--- config.mk ---
export PLATFORM = sky130hd
export DESIGN_NAME = id_ex_stage_flat
export DESIGN_NICKNAME = d
export VERILOG_FILES = /design/src/rtl/id_ex_stage_pkg.sv /design/src/rtl/id_ex_stage_if.sv /design/src/rtl/id_ex_stage_load_use_detect.sv /design/src/rtl/id_ex_stage.sv /design/src/flat_wrapper.sv
export SDC_FILE = /design/constraint.sdc
export NUM_CORES = 1
export LEC_CHECK = 0
export ABC_AREA = 1
export BUFFER_PORTS_ARGS = -buffer_cell sky130_fd_sc_hd__buf_2
export CORE_MARGIN = 3
export CORE_UTILIZATION = 35
export CTS_CLUSTER_DIAMETER = 60
export DETAILED_ROUTE_END_ITERATION = 8
export SYNTH_ARGS = -nofsm -noshare
export SYNTH_HDL_FRONTEND = slang
export SYNTH_SLANG_ARGS = --single-unit
--- constraint.sdc ---
create_clock -name clk -period 2.2 [get_ports clk]
set_input_delay 0 -clock clk [delete_from_list [all_inputs] [get_ports clk]]
set_output_delay 0 -clock clk [all_outputs]
set_load 0.005 [all_outputs]
--- src/rtl/id_ex_stage_pkg.sv ---
// rtl/id_ex_stage_pkg.sv - shared types and constants for the ID/EX pipeline stage
// Holds the register-index width, ALU operation encodings and the stall FSM state encoding.
package id_ex_stage_pkg;

    localparam int REGW     = 5;
    localparam int ALU_OP_W = 4;

    typedef enum logic [ALU_OP_W-1:0] {
        ALU_ADD  = 4'd0,
        ALU_SUB  = 4'd1,
        ALU_SLL  = 4'd2,
        ALU_SLT  = 4'd3,
        ALU_SLTU = 4'd4,
        ALU_XOR  = 4'd5,
        ALU_SRL  = 4'd6,
        ALU_SRA  = 4'd7,
        ALU_OR   = 4'd8,
        ALU_AND  = 4'd9
    } alu_op_e;

    typedef enum logic {
        ST_RUN    = 1'b0,
        ST_BUBBLE = 1'b1
    } stall_state_e;

endpackage

--- src/rtl/id_ex_stage_if.sv ---
// rtl/id_ex_stage_if.sv - decode-side inputs and execute-side outputs of the ID/EX register
// master: decode/control side (drives id_*, flush, ext_hold; observes ex_*, stall, stall_cnt)
// slave : the id_ex_stage register (the reverse directions)
interface id_ex_stage_if
    import id_ex_stage_pkg::*;
#(
    parameter int XLEN = 32,
    parameter int CNTW = 16
);
    logic                id_valid;
    logic [REGW-1:0]     id_rs1;
    logic [REGW-1:0]     id_rs2;
    logic [REGW-1:0]     id_rd;
    logic                id_uses_rs2;
    logic                id_regwrite;
    logic                id_memread;
    logic                id_memwrite;
    logic [ALU_OP_W-1:0] id_alu_op;
    logic [XLEN-1:0]     id_rdata1;
    logic [XLEN-1:0]     id_rdata2;
    logic [XLEN-1:0]     id_imm;
    logic [XLEN-1:0]     id_pc;
    logic                flush;
    logic                ext_hold;

    logic                ex_valid;
    logic                ex_regwrite;
    logic                ex_memread;
    logic                ex_memwrite;
    logic [REGW-1:0]     ex_rs1;
    logic [REGW-1:0]     ex_rs2;
    logic [REGW-1:0]     ex_rd;
    logic [ALU_OP_W-1:0] ex_alu_op;
    logic [XLEN-1:0]     ex_rdata1;
    logic [XLEN-1:0]     ex_rdata2;
    logic [XLEN-1:0]     ex_imm;
    logic [XLEN-1:0]     ex_pc;
    logic                stall;
    logic [CNTW-1:0]     stall_cnt;

    modport master (
        output id_valid, id_rs1, id_rs2, id_rd, id_uses_rs2, id_regwrite, id_memread,
               id_memwrite, id_alu_op, id_rdata1, id_rdata2, id_imm, id_pc, flush, ext_hold,
        input  ex_valid, ex_regwrite, ex_memread, ex_memwrite, ex_rs1, ex_rs2, ex_rd,
               ex_alu_op, ex_rdata1, ex_rdata2, ex_imm, ex_pc, stall, stall_cnt
    );

    modport slave (
        input  id_valid, id_rs1, id_rs2, id_rd, id_uses_rs2, id_regwrite, id_memread,
               id_memwrite, id_alu_op, id_rdata1, id_rdata2, id_imm, id_pc, flush, ext_hold,
        output ex_valid, ex_regwrite, ex_memread, ex_memwrite, ex_rs1, ex_rs2, ex_rd,
               ex_alu_op, ex_rdata1, ex_rdata2, ex_imm, ex_pc, stall, stall_cnt
    );

endinterface

--- src/rtl/id_ex_stage_load_use_detect.sv ---
// rtl/id_ex_stage_load_use_detect.sv - combinational load-use hazard compare
// Inputs : EX-side valid/memread/rd, ID-side valid/rs1/rs2/uses_rs2
// Output : o_load_use, high when the instruction in decode needs a load result still in EX
module load_use_detect
    import id_ex_stage_pkg::*;
(
    input  logic            i_ex_valid,
    input  logic            i_ex_memread,
    input  logic [REGW-1:0] i_ex_rd,
    input  logic            i_id_valid,
    input  logic [REGW-1:0] i_id_rs1,
    input  logic [REGW-1:0] i_id_rs2,
    input  logic            i_id_uses_rs2,
    output logic            o_load_use
);
    logic w_rs1_hit;
    logic w_rs2_hit;

    assign w_rs1_hit = (i_ex_rd == i_id_rs1);
    assign w_rs2_hit = i_id_uses_rs2 & (i_ex_rd == i_id_rs2);

    // x0 is hardwired zero, so a load targeting it never creates a dependency
    assign o_load_use = i_ex_valid & i_ex_memread & (i_ex_rd != '0) & i_id_valid
                      & (w_rs1_hit | w_rs2_hit);

endmodule

--- src/rtl/id_ex_stage.sv ---
// rtl/id_ex_stage.sv - ID/EX pipeline register with load-use bubble insertion and stall counter
// clk, rst_n : clock and asynchronous active-low reset
// bus        : id_ex_stage_if.slave carrying id_* inputs, flush, ext_hold, ex_* outputs,
//              combinational stall and the saturating load-use bubble count stall_cnt
module id_ex_stage
    import id_ex_stage_pkg::*;
#(
    parameter int XLEN = 32,
    parameter int CNTW = 16
)(
    input  logic         clk,
    input  logic         rst_n,
    id_ex_stage_if.slave bus
);
    logic                r_ex_valid;
    logic                r_ex_regwrite;
    logic                r_ex_memread;
    logic                r_ex_memwrite;
    logic [REGW-1:0]     r_ex_rs1;
    logic [REGW-1:0]     r_ex_rs2;
    logic [REGW-1:0]     r_ex_rd;
    logic [ALU_OP_W-1:0] r_ex_alu_op;
    logic [XLEN-1:0]     r_ex_rdata1;
    logic [XLEN-1:0]     r_ex_rdata2;
    logic [XLEN-1:0]     r_ex_imm;
    logic [XLEN-1:0]     r_ex_pc;
    logic [CNTW-1:0]     r_stall_cnt;
    stall_state_e        r_state;

    logic                w_load_use;
    logic                w_cnt_max;
    logic                w_id_live;

    load_use_detect u_load_use_detect (
        .i_ex_valid    (r_ex_valid),
        .i_ex_memread  (r_ex_memread),
        .i_ex_rd       (r_ex_rd),
        .i_id_valid    (bus.id_valid),
        .i_id_rs1      (bus.id_rs1),
        .i_id_rs2      (bus.id_rs2),
        .i_id_uses_rs2 (bus.id_uses_rs2),
        .o_load_use    (w_load_use)
    );

    // A redirect kills the decode-side instruction, so there is nothing to stall for
    assign bus.stall = w_load_use & ~bus.flush;

    assign w_cnt_max = (r_stall_cnt == {CNTW{1'b1}});
    assign w_id_live = bus.id_valid;

    // Bubbles clear only controls and indices; datapath fields keep their old contents
    always_ff @(posedge clk or negedge rst_n) begin
        if (!rst_n) begin
            r_ex_valid    <= 1'b0;
            r_ex_regwrite <= 1'b0;
            r_ex_memread  <= 1'b0;
            r_ex_memwrite <= 1'b0;
            r_ex_rs1      <= '0;
            r_ex_rs2      <= '0;
            r_ex_rd       <= '0;
            r_ex_alu_op   <= '0;
            r_ex_rdata1   <= '0;
            r_ex_rdata2   <= '0;
            r_ex_imm      <= '0;
            r_ex_pc       <= '0;
            r_stall_cnt   <= '0;
            r_state       <= ST_RUN;
        end else if (bus.flush) begin
            r_ex_valid    <= 1'b0;
            r_ex_regwrite <= 1'b0;
            r_ex_memread  <= 1'b0;
            r_ex_memwrite <= 1'b0;
            r_ex_rs1      <= '0;
            r_ex_rs2      <= '0;
            r_ex_rd       <= '0;
            r_state       <= ST_RUN;
        end else if (bus.ext_hold) begin
            r_state       <= r_state;
        end else if (w_load_use) begin
            r_ex_valid    <= 1'b0;
            r_ex_regwrite <= 1'b0;
            r_ex_memread  <= 1'b0;
            r_ex_memwrite <= 1'b0;
            r_ex_rs1      <= '0;
            r_ex_rs2      <= '0;
            r_ex_rd       <= '0;
            r_state       <= ST_BUBBLE;
            if ((r_state == ST_RUN) && !w_cnt_max)
                r_stall_cnt <= r_stall_cnt + {{(CNTW-1){1'b0}}, 1'b1};
        end else begin
            r_ex_valid    <= w_id_live;
            r_ex_regwrite <= w_id_live & bus.id_regwrite;
            r_ex_memread  <= w_id_live & bus.id_memread;
            r_ex_memwrite <= w_id_live & bus.id_memwrite;
            r_ex_rs1      <= w_id_live ? bus.id_rs1 : '0;
            r_ex_rs2      <= w_id_live ? bus.id_rs2 : '0;
            r_ex_rd       <= w_id_live ? bus.id_rd  : '0;
            r_ex_alu_op   <= bus.id_alu_op;
            r_ex_rdata1   <= bus.id_rdata1;
            r_ex_rdata2   <= bus.id_rdata2;
            r_ex_imm      <= bus.id_imm;
            r_ex_pc       <= bus.id_pc;
            r_state       <= ST_RUN;
        end
    end

    assign bus.ex_valid    = r_ex_valid;
    assign bus.ex_regwrite = r_ex_regwrite;
    assign bus.ex_memread  = r_ex_memread;
    assign bus.ex_memwrite = r_ex_memwrite;
    assign bus.ex_rs1      = r_ex_rs1;
    assign bus.ex_rs2      = r_ex_rs2;
    assign bus.ex_rd       = r_ex_rd;
    assign bus.ex_alu_op   = r_ex_alu_op;
    assign bus.ex_rdata1   = r_ex_rdata1;
    assign bus.ex_rdata2   = r_ex_rdata2;
    assign bus.ex_imm      = r_ex_imm;
    assign bus.ex_pc       = r_ex_pc;
    assign bus.stall_cnt   = r_stall_cnt;

endmodule
--- src/flat_wrapper.sv ---
// flat-port wrapper written by rule: the top's interface ports become plain ports
module id_ex_stage_flat import id_ex_stage_pkg::*;
#(
    parameter int XLEN = 32,
    parameter int CNTW = 16
)
  (clk, rst_n, bus_id_valid, bus_id_rs1, bus_id_rs2, bus_id_rd, bus_id_uses_rs2, bus_id_regwrite, bus_id_memread, bus_id_memwrite, bus_id_alu_op, bus_id_rdata1, bus_id_rdata2, bus_id_imm, bus_id_pc, bus_flush, bus_ext_hold, bus_ex_valid, bus_ex_regwrite, bus_ex_memread, bus_ex_memwrite, bus_ex_rs1, bus_ex_rs2, bus_ex_rd, bus_ex_alu_op, bus_ex_rdata1, bus_ex_rdata2, bus_ex_imm, bus_ex_pc, bus_stall, bus_stall_cnt);
  id_ex_stage_if #(.XLEN(XLEN), .CNTW(CNTW)) bus_i ();
  input  logic clk;
  input  logic rst_n;
  input wire logic [$bits(bus_i.id_valid)-1:0] bus_id_valid;
  input wire logic [$bits(bus_i.id_rs1)-1:0] bus_id_rs1;
  input wire logic [$bits(bus_i.id_rs2)-1:0] bus_id_rs2;
  input wire logic [$bits(bus_i.id_rd)-1:0] bus_id_rd;
  input wire logic [$bits(bus_i.id_uses_rs2)-1:0] bus_id_uses_rs2;
  input wire logic [$bits(bus_i.id_regwrite)-1:0] bus_id_regwrite;
  input wire logic [$bits(bus_i.id_memread)-1:0] bus_id_memread;
  input wire logic [$bits(bus_i.id_memwrite)-1:0] bus_id_memwrite;
  input wire logic [$bits(bus_i.id_alu_op)-1:0] bus_id_alu_op;
  input wire logic [$bits(bus_i.id_rdata1)-1:0] bus_id_rdata1;
  input wire logic [$bits(bus_i.id_rdata2)-1:0] bus_id_rdata2;
  input wire logic [$bits(bus_i.id_imm)-1:0] bus_id_imm;
  input wire logic [$bits(bus_i.id_pc)-1:0] bus_id_pc;
  input wire logic [$bits(bus_i.flush)-1:0] bus_flush;
  input wire logic [$bits(bus_i.ext_hold)-1:0] bus_ext_hold;
  output wire logic [$bits(bus_i.ex_valid)-1:0] bus_ex_valid;
  output wire logic [$bits(bus_i.ex_regwrite)-1:0] bus_ex_regwrite;
  output wire logic [$bits(bus_i.ex_memread)-1:0] bus_ex_memread;
  output wire logic [$bits(bus_i.ex_memwrite)-1:0] bus_ex_memwrite;
  output wire logic [$bits(bus_i.ex_rs1)-1:0] bus_ex_rs1;
  output wire logic [$bits(bus_i.ex_rs2)-1:0] bus_ex_rs2;
  output wire logic [$bits(bus_i.ex_rd)-1:0] bus_ex_rd;
  output wire logic [$bits(bus_i.ex_alu_op)-1:0] bus_ex_alu_op;
  output wire logic [$bits(bus_i.ex_rdata1)-1:0] bus_ex_rdata1;
  output wire logic [$bits(bus_i.ex_rdata2)-1:0] bus_ex_rdata2;
  output wire logic [$bits(bus_i.ex_imm)-1:0] bus_ex_imm;
  output wire logic [$bits(bus_i.ex_pc)-1:0] bus_ex_pc;
  output wire logic [$bits(bus_i.stall)-1:0] bus_stall;
  output wire logic [$bits(bus_i.stall_cnt)-1:0] bus_stall_cnt;
  assign bus_i.id_valid = bus_id_valid;
  assign bus_i.id_rs1 = bus_id_rs1;
  assign bus_i.id_rs2 = bus_id_rs2;
  assign bus_i.id_rd = bus_id_rd;
  assign bus_i.id_uses_rs2 = bus_id_uses_rs2;
  assign bus_i.id_regwrite = bus_id_regwrite;
  assign bus_i.id_memread = bus_id_memread;
  assign bus_i.id_memwrite = bus_id_memwrite;
  assign bus_i.id_alu_op = bus_id_alu_op;
  assign bus_i.id_rdata1 = bus_id_rdata1;
  assign bus_i.id_rdata2 = bus_id_rdata2;
  assign bus_i.id_imm = bus_id_imm;
  assign bus_i.id_pc = bus_id_pc;
  assign bus_i.flush = bus_flush;
  assign bus_i.ext_hold = bus_ext_hold;
  assign bus_ex_valid = bus_i.ex_valid;
  assign bus_ex_regwrite = bus_i.ex_regwrite;
  assign bus_ex_memread = bus_i.ex_memread;
  assign bus_ex_memwrite = bus_i.ex_memwrite;
  assign bus_ex_rs1 = bus_i.ex_rs1;
  assign bus_ex_rs2 = bus_i.ex_rs2;
  assign bus_ex_rd = bus_i.ex_rd;
  assign bus_ex_alu_op = bus_i.ex_alu_op;
  assign bus_ex_rdata1 = bus_i.ex_rdata1;
  assign bus_ex_rdata2 = bus_i.ex_rdata2;
  assign bus_ex_imm = bus_i.ex_imm;
  assign bus_ex_pc = bus_i.ex_pc;
  assign bus_stall = bus_i.stall;
  assign bus_stall_cnt = bus_i.stall_cnt;
  id_ex_stage #(.XLEN(XLEN), .CNTW(CNTW)) u_core (.clk(clk), .rst_n(rst_n), .bus(bus_i));
endmodule
==> results of run 1 <==
[worst max-delay path, cell delays in order (launching register included)]
cell and delay (ps):
dfrtp_1 430, inv_2 90, nand4_1 90, o21ai_0 140, inv_1 140, nand2_8 120, buf_16 200, nand4_1 110
dlygate4sd3_1 590, nand2_1 60
[path summary, 6_finish.rpt]
kind,end,slack [ps],depth (start not counted),from
min in group asynchronous,u_core.bus.ex_regwrite,140,2,rst_n
min reg2reg,u_core.bus.ex_rdata2[15],470,2,u_core.bus.ex_rdata2[15]
min,u_core.bus.ex_rd[1],80,4,bus_id_valid
max reg2reg,u_core.bus.ex_regwrite,160,9,u_core.bus.ex_rd[3]
max,u_core.bus.ex_regwrite,160,9,u_core.bus.ex_rd[3]
max in group asynchronous,u_core.bus.ex_imm[9],1290,3,rst_n
[flip-flops by register name, summed over array words and instances, names as in the netlist]
register                cells
u_core.bus.ex_alu_op        4
u_core.bus.ex_imm          32
u_core.bus.ex_memread       1
u_core.bus.ex_memwrite      1
u_core.bus.ex_pc           32
u_core.bus.ex_rd            5
u_core.bus.ex_rdata1       32
u_core.bus.ex_rdata2       32
u_core.bus.ex_regwrite      1
u_core.bus.ex_rs1           5
u_core.bus.ex_rs2           5
u_core.bus.ex_valid         1
u_core.bus.stall_cnt       16
u_core.r_state              1
[cells by family (layout without fill, tap and decap cells)]
| family | Yosys count | count (layout) |
|---|---|---|
| flops | 168 | 168 |
| xor+xnor | 15 | 15 |
| buf+inv | 75 | 563 |
| other cells | 0 | 1 |
| simple gates | 588 | 588 |
| compound gates | 1 | 1 |
| fa+ha+maj | 1 | 1 |
[power by group]
part	total, mW	switching, mW	leakage [nW]	internal (mW)
logic	1.32	0.648	3.95	0.676
clock network	3.17	1.32	0.302	1.85
registers	3.57	0.168	2.12	3.40
total	8.06	2.13	6.38	5.93
[stage by stage]
step / total power [mW] / hold WS, ps / utilization (%)
2_1_floorplan: 4.036 / -295.6 / -
3_3_place_gp: 4.710 / 50.94 / 45.89
3_5_place_dp: 4.723 / 47.81 / 45.89
4_1_cts: 8.142 / 34.84 / 57.27
5_1_grt: 8.474 / 71.17 / 57.89
6_report: 8.064 / 75.88 / 57.89
[area by class of cell]
cell class | count | area share (%)
Antenna cell | 1 | 0.02185
Multi-Input combinational cell | 605 | 22.89
Sequential cell | 168 | 36.74
Inverter | 23 | 0.7539
Clock inverter | 13 | 1.584
Clock buffer | 18 | 3.835
Tap cell | 265 | 2.895
Timing Repair Buffer | 509 | 31.28
[cells in the final DEF (no fill, tap or decap)]
cell             n
nand2_1        396
buf_2          322
dfrtp_1        165
dlygate4sd3_1  163
nand3_1        140
nor2_1          25
nand4_1         21
clkbuf_16       20
inv_1           17
buf_4           13
xor2_1           8
xnor2_1          7
inv_2            6
inv_6            5
buf_12           5
bufinv_16        3
dfrtp_2          3
inv_8            2
clkinv_4         2
buf_16           2
diode_2          1
nand2_2          1
o21ai_0          1
nand2_8          1
nor2_4           1
nand2_4          1
nor2_2           1
nor3_1           1
ha_1             1
clkinvlp_4       1
clkbuf_8         1
buf_6            1
[per-layer routing]
metal / routed length (um) / GRT usage, % / part of all wire (%)
met1: 10620 / 27.50 / 43
met2: 11890 / 35.44 / 48
met3: 1739 / 5.044 / 7.0
met4: 562 / 7.460 / 2.3
met5: 0 / 0 / 0
[timing repair]
item	CTS	global route
setup endpoints to repair	0	11
hold buffers	163	0
resized for setup	0	7
setup buffers	0	2
hold endpoints to repair	211	0
==> key figures, run 1 <==
Synth
  • Post-Synth Simple-Gate Area: 34.26%
  • Avg Inst Size Synth: about 8.4 sq um
  • Synth top area share: between 50% and 60%
  • Mux contribution to synthesized area: 0%
  • Post-synth cell types: 19
  • Largest family of logic cells by synthesized area: simple AND/OR/NAND/NOR gates
  • Synth area leaders: dfrtp_1 59%, nand2_1 21%, nand3_1 9.8%, nand4_1 1.8%, nor2_1 1.3%
  • Top cells by count, synth: 397 x nand2_1, 168 x dfrtp_1, 140 x nand3_1
  • Synth async-reset ratio: 100.0%
  • Most common cell in the netlist: nand2_1
  • XOR/XNOR Fraction of Synth Area: about 1.8%
  • Top_reg_cell synth: dfrtp_1
  • Synthesized net count: approximately 1.0k
  • Post-Synth Adder-Cell Area: less than 1%
  • Synth Area in Compound Gates: 0.07010%
  • Ys Warns: 0
  • Post-synth EDFFs: 0
  • Syn Inst Count: about 850
  • Post-synthesis sequential area ratio: 58.89%
  • Register bit count reported by yosys: about 170
  • Cell area after synthesis: ~7100 sq um
  • Post-synth top area cell: dfrtp_1

Timing
  • Fmax: 489.3 MHz
  • Post-route minimum period: about 2000 ps
  • Max-slew headroom: just under 60%
  • RSZ-0062 raised after global routing: no
  • Final setup vio count: 0
  • Worst Skew: approximately 12 ps
  • Fin crit share: 92.89%
  • Worst setup margin: between 150 and 200 ps
  • Slew @ Worst Pin: a little over 600 ps
  • Fin. max-slew vios: 0
  • Final Hold Fails: 0
  • Setup_tns: 0 ps

Cells and area
  • Filler Cell Count: between 1.5k and 2k
  • Area used by multi-input combinational logic: 2621 sq um
  • Finished Layout Cells: roughly 1.6k
  • FF/Latch Area: approximately 4200 sq um
  • Finished layout cell area: 11450 sq um
  • Area growth, synth to finish: 60.41%
  • Layout cells sized above 1: between 20% and 30%
  • Nets: 1481

Detailed routing
  • Via density: between 4 and 5
  • Avg WL per Cell: between 15 and 20 um
  • 1st-pass router iterations: 4
  • Via count: around 7.6k
  • Iter 0 DRT Violations: between 300 and 400
  • Final WL: between 20000 and 25000 um
  • # DRC: 0
  • Routed Antenna Nets: 0

Worst setup path
  • Crit path launch type: register
  • Crit. End Element: register
  • Setup CP Type: register to register
  • Required time worst endpoint: between 2000 and 3000 ps
  • Crit path max fanout: 34
  • WP data arrival: 2410 ps

Power and ir drop
  • P_leak: between 6 and 7 nW
  • Power Dens Cells: between 700 and 800 nW/um^2
  • Maximum vdd drop: 467.8 uV

Job
  • MaxCap Viol Count: 0

Clock tree
  • Clock latency on the worst-skew pair: 420 ps
  • CTS tree: built
  • Root Driver: clkbuf_16
  • TritonCTS Buffers: 17
  • H-tree depth: 4
  • Clk pin slew, worst setup/hold paths: around 70 ps
  • CTS sink count: about 170
  • Clock Path Buffers: 2

Floorplanning
  • Core Rows: about 50
  • Die Wd: around 150 um
  • Core ar.: about 20000 sq um
  • Die area: between 20000 and 25000 sq um
  • Die Y: between 100 and 150 um
  • Starting Density: between 30% and 40%
  • Number of top-level pins: 324

Placement
  • Gpl congestion: 0.8209
  • Pre-CTS setup slack: ~360 ps
  • DP Cell Count: about 1.4k
  • DP Wirelength: roughly 15000 um
  • Post-DP Area: between 9000 and 10000 sq um
  • PortBufs: 323

GRT
  • Vias in the first global route: ~7.4k
  • First-pass GRT wire length: roughly 38000 um
  • Initial antenna violation count: 1
  • Largest net degree at the start of global routing: 86
  • Total GRT Usage: a little over a fifth
  • Grt ovf: 0

Worst hold path
  • Hold WC Path Type: primary input to register

Run status
  • Status: finished, final reports clean
Power figures use the tool's default switching activity.
==> inputs of run 2 (changes only) <==
--- a/config.mk
+++ b/config.mk
@@ -13,4 +13,5 @@
 export DETAILED_ROUTE_END_ITERATION = 8
 export SYNTH_ARGS = -nofsm -noshare
 export SYNTH_HDL_FRONTEND = slang
+export SYNTH_HIERARCHICAL = 1
 export SYNTH_SLANG_ARGS = --single-unit
==> key figures, run 2 <==
Run status
  • Status: finished, final reports clean

Worst setup path
  • Crit path max fanout: 60 (+76%)
  • CP startpoint: u_core/bus.ex_rd[4]
  • Required time worst endpoint: 2560 ps (about the same)
  • RR Startpoint: u_core/bus.ex_rd[4]
  • Crit. End Element: register
  • Setup CP Type: register to register
  • Crit path launch type: register
  • WP data arrival: 2350 ps (-60 ps)
  • Worst reg2reg setup slack: 210 ps (+50 ps)

Power and ir drop
  • Clk pwr share: 39.4% (about the same)
  • Cell Int Power: 5.818 mW (-1.9%)
  • Logic gate share of total power: 16.2% (-0.2 points)
  • P_leak: 6.264 nW (-1.7%)
  • Net Sw Frac: 27.76% (+1.3 points)
  • Psw: 2.236 mW (+4.9%)
  • Sequential Power Share: 44.5% (+0.2 points)
  • Power Dens Cells: 724.8 nW/um^2 (+2.9%)
  • Maximum vdd drop: 466.6 uV (-0.24%)
  • Tot Pwr: 8.054 mW (-0.11%)

Detailed routing
  • Iter 0 DRT Violations: 379 (-3.8%)
  • Final WL: 22810 um (-8.1%)
  • Avg WL per Cell: 14.33 um (-7.5%)
  • Via count: 7091 (-6.7%)
  • # DRC: 0 (unchanged)
  • Routed Antenna Nets: 0 (unchanged)
  • 1st-pass router iterations: 5 (+1)
  • Via density: 4.454 (-6.1%)

Clock tree
  • Clk pin slew, worst setup/hold paths: 70 ps (about the same)
  • CTS tree: built
  • Clock Path Buffers: 2 (unchanged)
  • TritonCTS Buffers: 17 (unchanged)
  • H-tree depth: 4 (unchanged)
  • Root Driver: clkbuf_16
  • Postcts setup bufs: 0 (unchanged)
  • CTS sink count: 168 (unchanged)
  • Clock latency on the worst-skew pair: 430 ps (about the same)

Synth
  • Avg Inst Size Synth: 8.344 sq um (-0.89%)
  • Synth area leaders: dfrtp_1 60%, nand2_1 27%, nand3_1 3.3%, buf_6 1.9%, nor2_1 1.3%
  • Synth async-reset ratio: 100.0% (unchanged)
  • Cell area after synthesis: 7059 sq um (-1.1%)
  • Post-synthesis sequential area ratio: 59.55% (+0.67 points)
  • Register bit count reported by yosys: 168 (unchanged)
  • Most common cell in the netlist: nand2_1
  • Ys Warns: 6 (+6)
  • Synth top area share: 59.55% (+0.67 points)
  • Top cells by count, synth: 508 x nand2_1, 168 x dfrtp_1, 46 x nand3_1
  • Post-synth EDFFs: 0 (unchanged)
  • Syn Inst Count: 846 (-0.24%)
  • Post-synth cell types: 21 (+2)
  • Synthesized net count: 1003 (-0.20%)
  • Post-synth top area cell: dfrtp_1
  • Top_reg_cell synth: dfrtp_1

Placement
  • Post-DP Area: 8902 sq um (-1.9%)
  • DP Wirelength: 14610 um (-4.3%)
  • PortBufs: 323 (unchanged)
  • Pre-CTS setup slack: 136.9 ps (-224.9 ps)
  • Gpl congestion: 0.8091 (-1.4%)

Timing
  • Setup_tns: 0 ps (unchanged)
  • Final setup vio count: 0 (unchanged)
  • Fin. max-slew vios: 0 (unchanged)
  • Final Hold Fails: 0 (unchanged)
  • Slew @ Worst Pin: 661.1 ps (+38.93 ps)
  • Fin crit share: 90.50% (-2.4 points)
  • Worst Skew: 16.73 ps (+4.313 ps)
  • Fmax: 502.2 MHz (+2.6%)
  • Worst setup margin: 208.9 ps (+52.57 ps)
  • Post-route minimum period: 1991 ps (-52.57 ps)
  • Max-slew headroom: 55.88% (-2.6 points)
  • RSZ-0062 raised after global routing: no

Cells and area
  • Area growth, synth to finish: 57.41%
  • Inserted Diodes: 0 (-1)
  • Most frequent cells in the layout: 507 x nand2_1, 322 x buf_2, 167 x dfrtp_1, 154 x dlygate4sd3_1, 46 x nand3_1
  • Finished layout cell area: 11110 sq um (-3.0%)
  • Most common cell after layout, fill and taps aside: nand2_1
  • Layout cells sized above 1: 28.56% (-0.71 points)
  • Nets: 1471 (-0.68%)

Floorplanning
  • Starting Density: 35.92% (-0.17 points)
  • Core ar.: 19650 sq um (-0.65%)
  • Die area: 21910 sq um (-1.1%)
  • Number of top-level pins: 324 (unchanged)
  • Die Wd: 148.0 um (-0.54%)
  • Die Y: 148.0 um (-0.54%)
  • Core Rows: 51 (unchanged)

Worst hold path
  • Hold WC Path Type: primary input to register
  • HP Start: bus_id_uses_rs2

GRT
  • Largest net degree at the start of global routing: 92 (+7.0%)
  • Total GRT Usage: 20.39% (-0.95 points)
  • Initial antenna violation count: 0 (-1)
  • First-pass GRT wire length: 36250 um (-5.3%)
  • Grt ovf: 0 (unchanged)
  • Vias in the first global route: 7143 (-3.3%)

Job
  • MaxCap Viol Count: 0 (unchanged)
## run 2: changes by cell type in the layout (fill, tap and decap cells not counted), sizes merged, moves of 2 or more
cell	before	now
nand2	399	511
nand3	140	46
nand4	21	7
buf	343	332
dlygate4sd3	163	154
o21ai	1	8
xor2	8	1
inv	30	35
clkbuf	21	18
nor2	27	30
clkinv	2	4
## run 2: worst paths after layout
kind                                           endpoint  depth (start not counted)
worst max-delay path                u_core/bus.ex_pc[3]                         12
worst min-delay path                     u_core/r_state                          7
worst max register to register      u_core/bus.ex_pc[3]                         12
worst min register to register    u_core/bus.ex_imm[29]                          2
max in group asynchronous       u_core/bus.ex_rdata2[4]                          3
min in group asynchronous          u_core/bus.ex_pc[20]                          2
## run 2: metrics by stage
stage               utilization, %  std cells  hold WS (ps)
detailed placement           45.30       1405         43.69
floorplan                        -        846        -295.6
global route                 56.54       1592         78.49
global placement             45.30       1405         49.84
CTS                          56.32       1591         66.02
finish                       56.54       1592         73.21
## run 2: worst max-delay path: stages, from the launching register on
cell     delay, ps
dfrtp_2        450
inv_1          110
nand2_1         50
nand2_1         60
nor2_1          40
nand3_1         80
a21oi_2         80
inv_1          110
nand2_4        120
inv_6          300
buf_12         300
nand2_1        120
nand2_1         80
## run 2: what timing repair did
action / 4_1_cts / 5_1_grt
endpoints found under the hold margin: 210 / 0
gates resized for setup: 0 / 5
hold buffers: 154 / 0
endpoints found under the setup margin: 0 / 155
## run 2: power groups by stage
stage	clock, mW	sequential [mW]	combinational (mW)
2_1_floorplan	0	3.66	0.389
3_3_place_gp	0	3.63	1.07
3_5_place_dp	0	3.62	1.09
4_1_cts	3.27	3.58	1.30
5_1_grt	3.39	3.62	1.46
6_report	3.17	3.58	1.30
## run 2: cell type report
| type | count | area, sq um |
|---|---|---|
| clock buffer | 17 | 425.4 |
| timing repair buffer | 487 | 3331 |
| sequential | 168 | 4205 |
| fill | 1783 | 8542 |
| tap | 265 | 331.6 |
| inverter | 26 | 102.6 |
| multi-input combinational | 614 | 2517 |
| clock inverter | 15 | 198.9 |
## run 2: kinds of logic (layout without fill, tap and decap cells)
logic type,count (synthesis),count (layout),share of synthesized area (%)
fa+ha+maj,1,1,0.1772
xor+xnor,8,8,0.9926
flops,168,168,59.55
simple gates,594,594,33.29
compound gates,11,11,1.046
buf+inv,64,545,4.945
## run 2: per-layer routing
layer  vias to the layer above  GRT usage, %  share of wire [%]
li1                       3523             -                  -
met1                      3294         24.89                 41
met2                       245         34.85                 50
met3                        29         5.671                7.2
met4                         0         6.975                1.9
met5                         -             0                  0
==> inputs of run 3 (changes only) <==
--- a/config.mk
+++ b/config.mk
@@ -7,10 +7,13 @@
 export LEC_CHECK = 0
 export ABC_AREA = 1
 export BUFFER_PORTS_ARGS = -buffer_cell sky130_fd_sc_hd__buf_2
+export CELL_PAD_IN_SITES_DETAIL_PLACEMENT = 0
+export CELL_PAD_IN_SITES_GLOBAL_PLACEMENT = 1
 export CORE_MARGIN = 3
-export CORE_UTILIZATION = 35
+export CORE_UTILIZATION = 33
 export CTS_CLUSTER_DIAMETER = 60
 export DETAILED_ROUTE_END_ITERATION = 8
+export PLACE_DENSITY_LB_ADDON = 0.1
 export SYNTH_ARGS = -nofsm -noshare
 export SYNTH_HDL_FRONTEND = slang
 export SYNTH_HIERARCHICAL = 1
==> key figures, run 3 (synthesized netlist as in run 2, its figures left out) <==
Placement
  • PortBufs: 323 (unchanged)
  • Pre-CTS setup slack: 212.7 ps (+75.84 ps)
  • DP Wirelength: 15680 um (+7.3%)
  • Gpl congestion: 0.7754 (-4.2%)
  • DP Cell Count: 1414 (+0.64%)
  • Post-DP Area: 8951 sq um (+0.55%)

Cells and area
  • Nets: 1475 (+0.27%)
  • Most frequent cells in the layout: 507 x nand2_1, 322 x buf_2, 168 x dfrtp_1, 153 x dlygate4sd3_1, 46 x nand3_1
  • Final core utilization: 53.97% (-2.6 points)
  • Finished layout cell area: 11130 sq um (+0.17%)
  • Most common cell after layout, fill and taps aside: nand2_1
  • Finished Layout Cells: 1601 (+0.57%)
  • Area growth, synth to finish: 57.67%
  • Filler Cell Count: 1919 (+7.6%)
  • Layout cells sized above 1: 28.70% (+0.14 points)
  • Inserted Diodes: 0 (unchanged)

Timing
  • Final Hold Fails: 0 (unchanged)
  • Setup_tns: 0 ps (unchanged)
  • Slew @ Worst Pin: 660.7 ps (-0.3374 ps)
  • Final setup vio count: 0 (unchanged)
  • RSZ-0062 raised after global routing: no
  • Worst Skew: 12.05 ps (-4.685 ps)
  • Worst setup margin: 298.8 ps (+89.89 ps)
  • Fin. max-slew vios: 0 (unchanged)
  • Fmax: 526.0 MHz (+4.7%)
  • Hold Slack: 90.43 ps (+17.22 ps)
  • Max-slew headroom: 55.90% (about the same)
  • Post-route minimum period: 1901 ps (-89.89 ps)
  • Fin crit share: 86.42% (-4.1 points)

Worst setup path
  • Crit. End Element: register
  • Setup CP Type: register to register
  • Critical R2R Capture: u_core/bus.stall_cnt[2]
  • Crit path max fanout: 14 (-77%)
  • Crit path launch type: register
  • WP data arrival: 2180 ps (-170 ps)
  • Required time worst endpoint: 2480 ps (-80 ps)
  • CP max stage cell: dfrtp_1
  • FF-to-FF path depth: 11 (-1)
  • Crit-path cells: inv_1 > nand2_1 > nand2_1 > nor2_1 > nand3_1 > a21oi_1 > buf_4 > nand3_1 > o21bai_4 > nand2_1 > o21ai_0
  • WP depth: 11 (-1)
  • RR Startpoint: u_core/bus.ex_rd[4]
  • Most used cell, CP: nand2_1
  • CP top delay family: compound AO/OA/AOI/OAI gates
  • Worst Path Buf+Inv: 2 (-2)
  • Max incr delay on CP: 410 ps (-40 ps)
  • Worst reg2reg setup slack: 300 ps (+90 ps)

Detailed routing
  • Routed Antenna Nets: 0 (unchanged)
  • Via density: 4.394 (-1.4%)
  • Iter 0 DRT Violations: 287 (-24%)
  • 1st-pass router iterations: 7 (+2)
  • Via count: 7034 (-0.80%)
  • Avg WL per Cell: 14.98 um (+4.6%)
  • Final WL: 23990 um (+5.2%)
  • # DRC: 0 (unchanged)

GRT
  • Largest net degree at the start of global routing: 133 (+45%)
  • Initial antenna violation count: 1 (+1)
  • Total GRT Usage: 20.05% (-0.34 points)
  • First-pass GRT wire length: 38200 um (+5.4%)
  • Grt ovf: 0 (unchanged)
  • Vias in the first global route: 7215 (+1.0%)

Floorplanning
  • Starting Density: 34.23% (-1.7 points)
  • Die Y: 152.3 um (+2.9%)
  • Number of top-level pins: 324 (unchanged)
  • Core ar.: 20620 sq um (+4.9%)
  • Die Wd: 152.3 um (+2.9%)
  • Core Rows: 52 (+2.0%)
  • Die area: 23180 sq um (+5.8%)

Clock tree
  • Root Driver: clkbuf_16
  • TritonCTS Buffers: 17 (unchanged)
  • CTS tree: built
  • Clk pin slew, worst setup/hold paths: 70 ps (about the same)
  • Clock latency on the worst-skew pair: 420 ps (about the same)
  • CTS sink count: 168 (unchanged)
  • H-tree depth: 4 (unchanged)
  • Clock Path Buffers: 2 (unchanged)

Power and ir drop
  • Sequential Power Share: 45.2% (+0.7 points)
  • Clk pwr share: 38.2% (-1.2 points)
  • P_leak: 6.278 nW (+0.23%)
  • Psw: 2.199 mW (-1.6%)
  • Power Dens Cells: 711.7 nW/um^2 (-1.8%)
  • Cell Int Power: 5.722 mW (-1.7%)
  • Tot Pwr: 7.921 mW (-1.7%)
  • Logic gate share of total power: 16.6% (+0.4 points)
  • Maximum vdd drop: 425.5 uV (-8.8%)
  • Net Sw Frac: 27.77% (about the same)

Run status
  • Status: finished, final reports clean

Worst hold path
  • HP Start: bus_id_valid
  • Hold WC Path Type: primary input to register
  • Hold depth: 4 (-3)
  • Hold Path Sink: u_core/bus.ex_rs1[2]

Job
  • MaxCap Viol Count: 0 (unchanged)
[run 3: cell count changes in the layout (fill, tap and decap cells not counted), sizes merged]
cell / change
clkbuf: +1
buf: +5
clkinv: -1
clkinvlp: +1
bufinv: -1
dlygate4sd3: -1
[run 3: final cells by class]
cell class                      count  area [sq um]  area share, %
Sequential cell                   168          4204          37.77
Timing Repair Buffer              491          3379          30.36
Tap cell                          270         337.8          3.035
Inverter                           26         102.6         0.9218
Clock buffer                       18         439.2          3.946
Multi-Input combinational cell    614          2514          22.58
Clock inverter                     14         153.9          1.383
[run 3: worst max path at each step]
stage / from / to / slack (ps)
floorplan: u_core/bus.ex_rd[2] / u_core/bus.ex_imm[0] / 510
global placement: u_core/bus.ex_rd[3] / u_core/bus.stall_cnt[9] / 180
detailed placement: u_core/bus.ex_rd[2] / u_core/bus.ex_imm[9] / 210
CTS: u_core/bus.ex_rd[4] / u_core/bus.ex_imm[11] / 180
global route: u_core/bus.ex_rd[2] / u_core/bus.stall_cnt[2] / 50
finish: u_core/bus.ex_rd[4] / u_core/bus.stall_cnt[2] / 300
[run 3: layer usage]
| metal | wire length [um] | vias to the layer above | track usage (%) |
|---|---|---|---|
| met2 | 11850 | 229 | 33.76 |
| li1 | - | 3529 | - |
| met1 | 9967 | 3236 | 24.39 |
| met4 | 654 | 2 | 6.935 |
| met5 | 7 | - | 0 |
| met3 | 1508 | 38 | 6.305 |
[run 3: what timing repair did]
action	in CTS	in global routing
resized for setup	0	2
hold buffers	153	0
setup buffers	0	1
endpoints found under the hold margin	236	0
setup endpoints to repair	0	45
[run 3: tightest hold or removal path: stages]
cell     delay [ps]
buf_2           120
buf_4           200
nand3_1         100
nand2_1          40
[run 3: power by group through the flow]
stage | clock network (mW) | registers, mW | logic [mW]
final | 3.03 | 3.58 | 1.31
after global routing | 3.26 | 3.62 | 1.47
after CTS | 3.12 | 3.58 | 1.32
after detailed placement | 0 | 3.62 | 1.11
after global placement | 0 | 3.63 | 1.10
after floorplan | 0 | 3.66 | 0.389
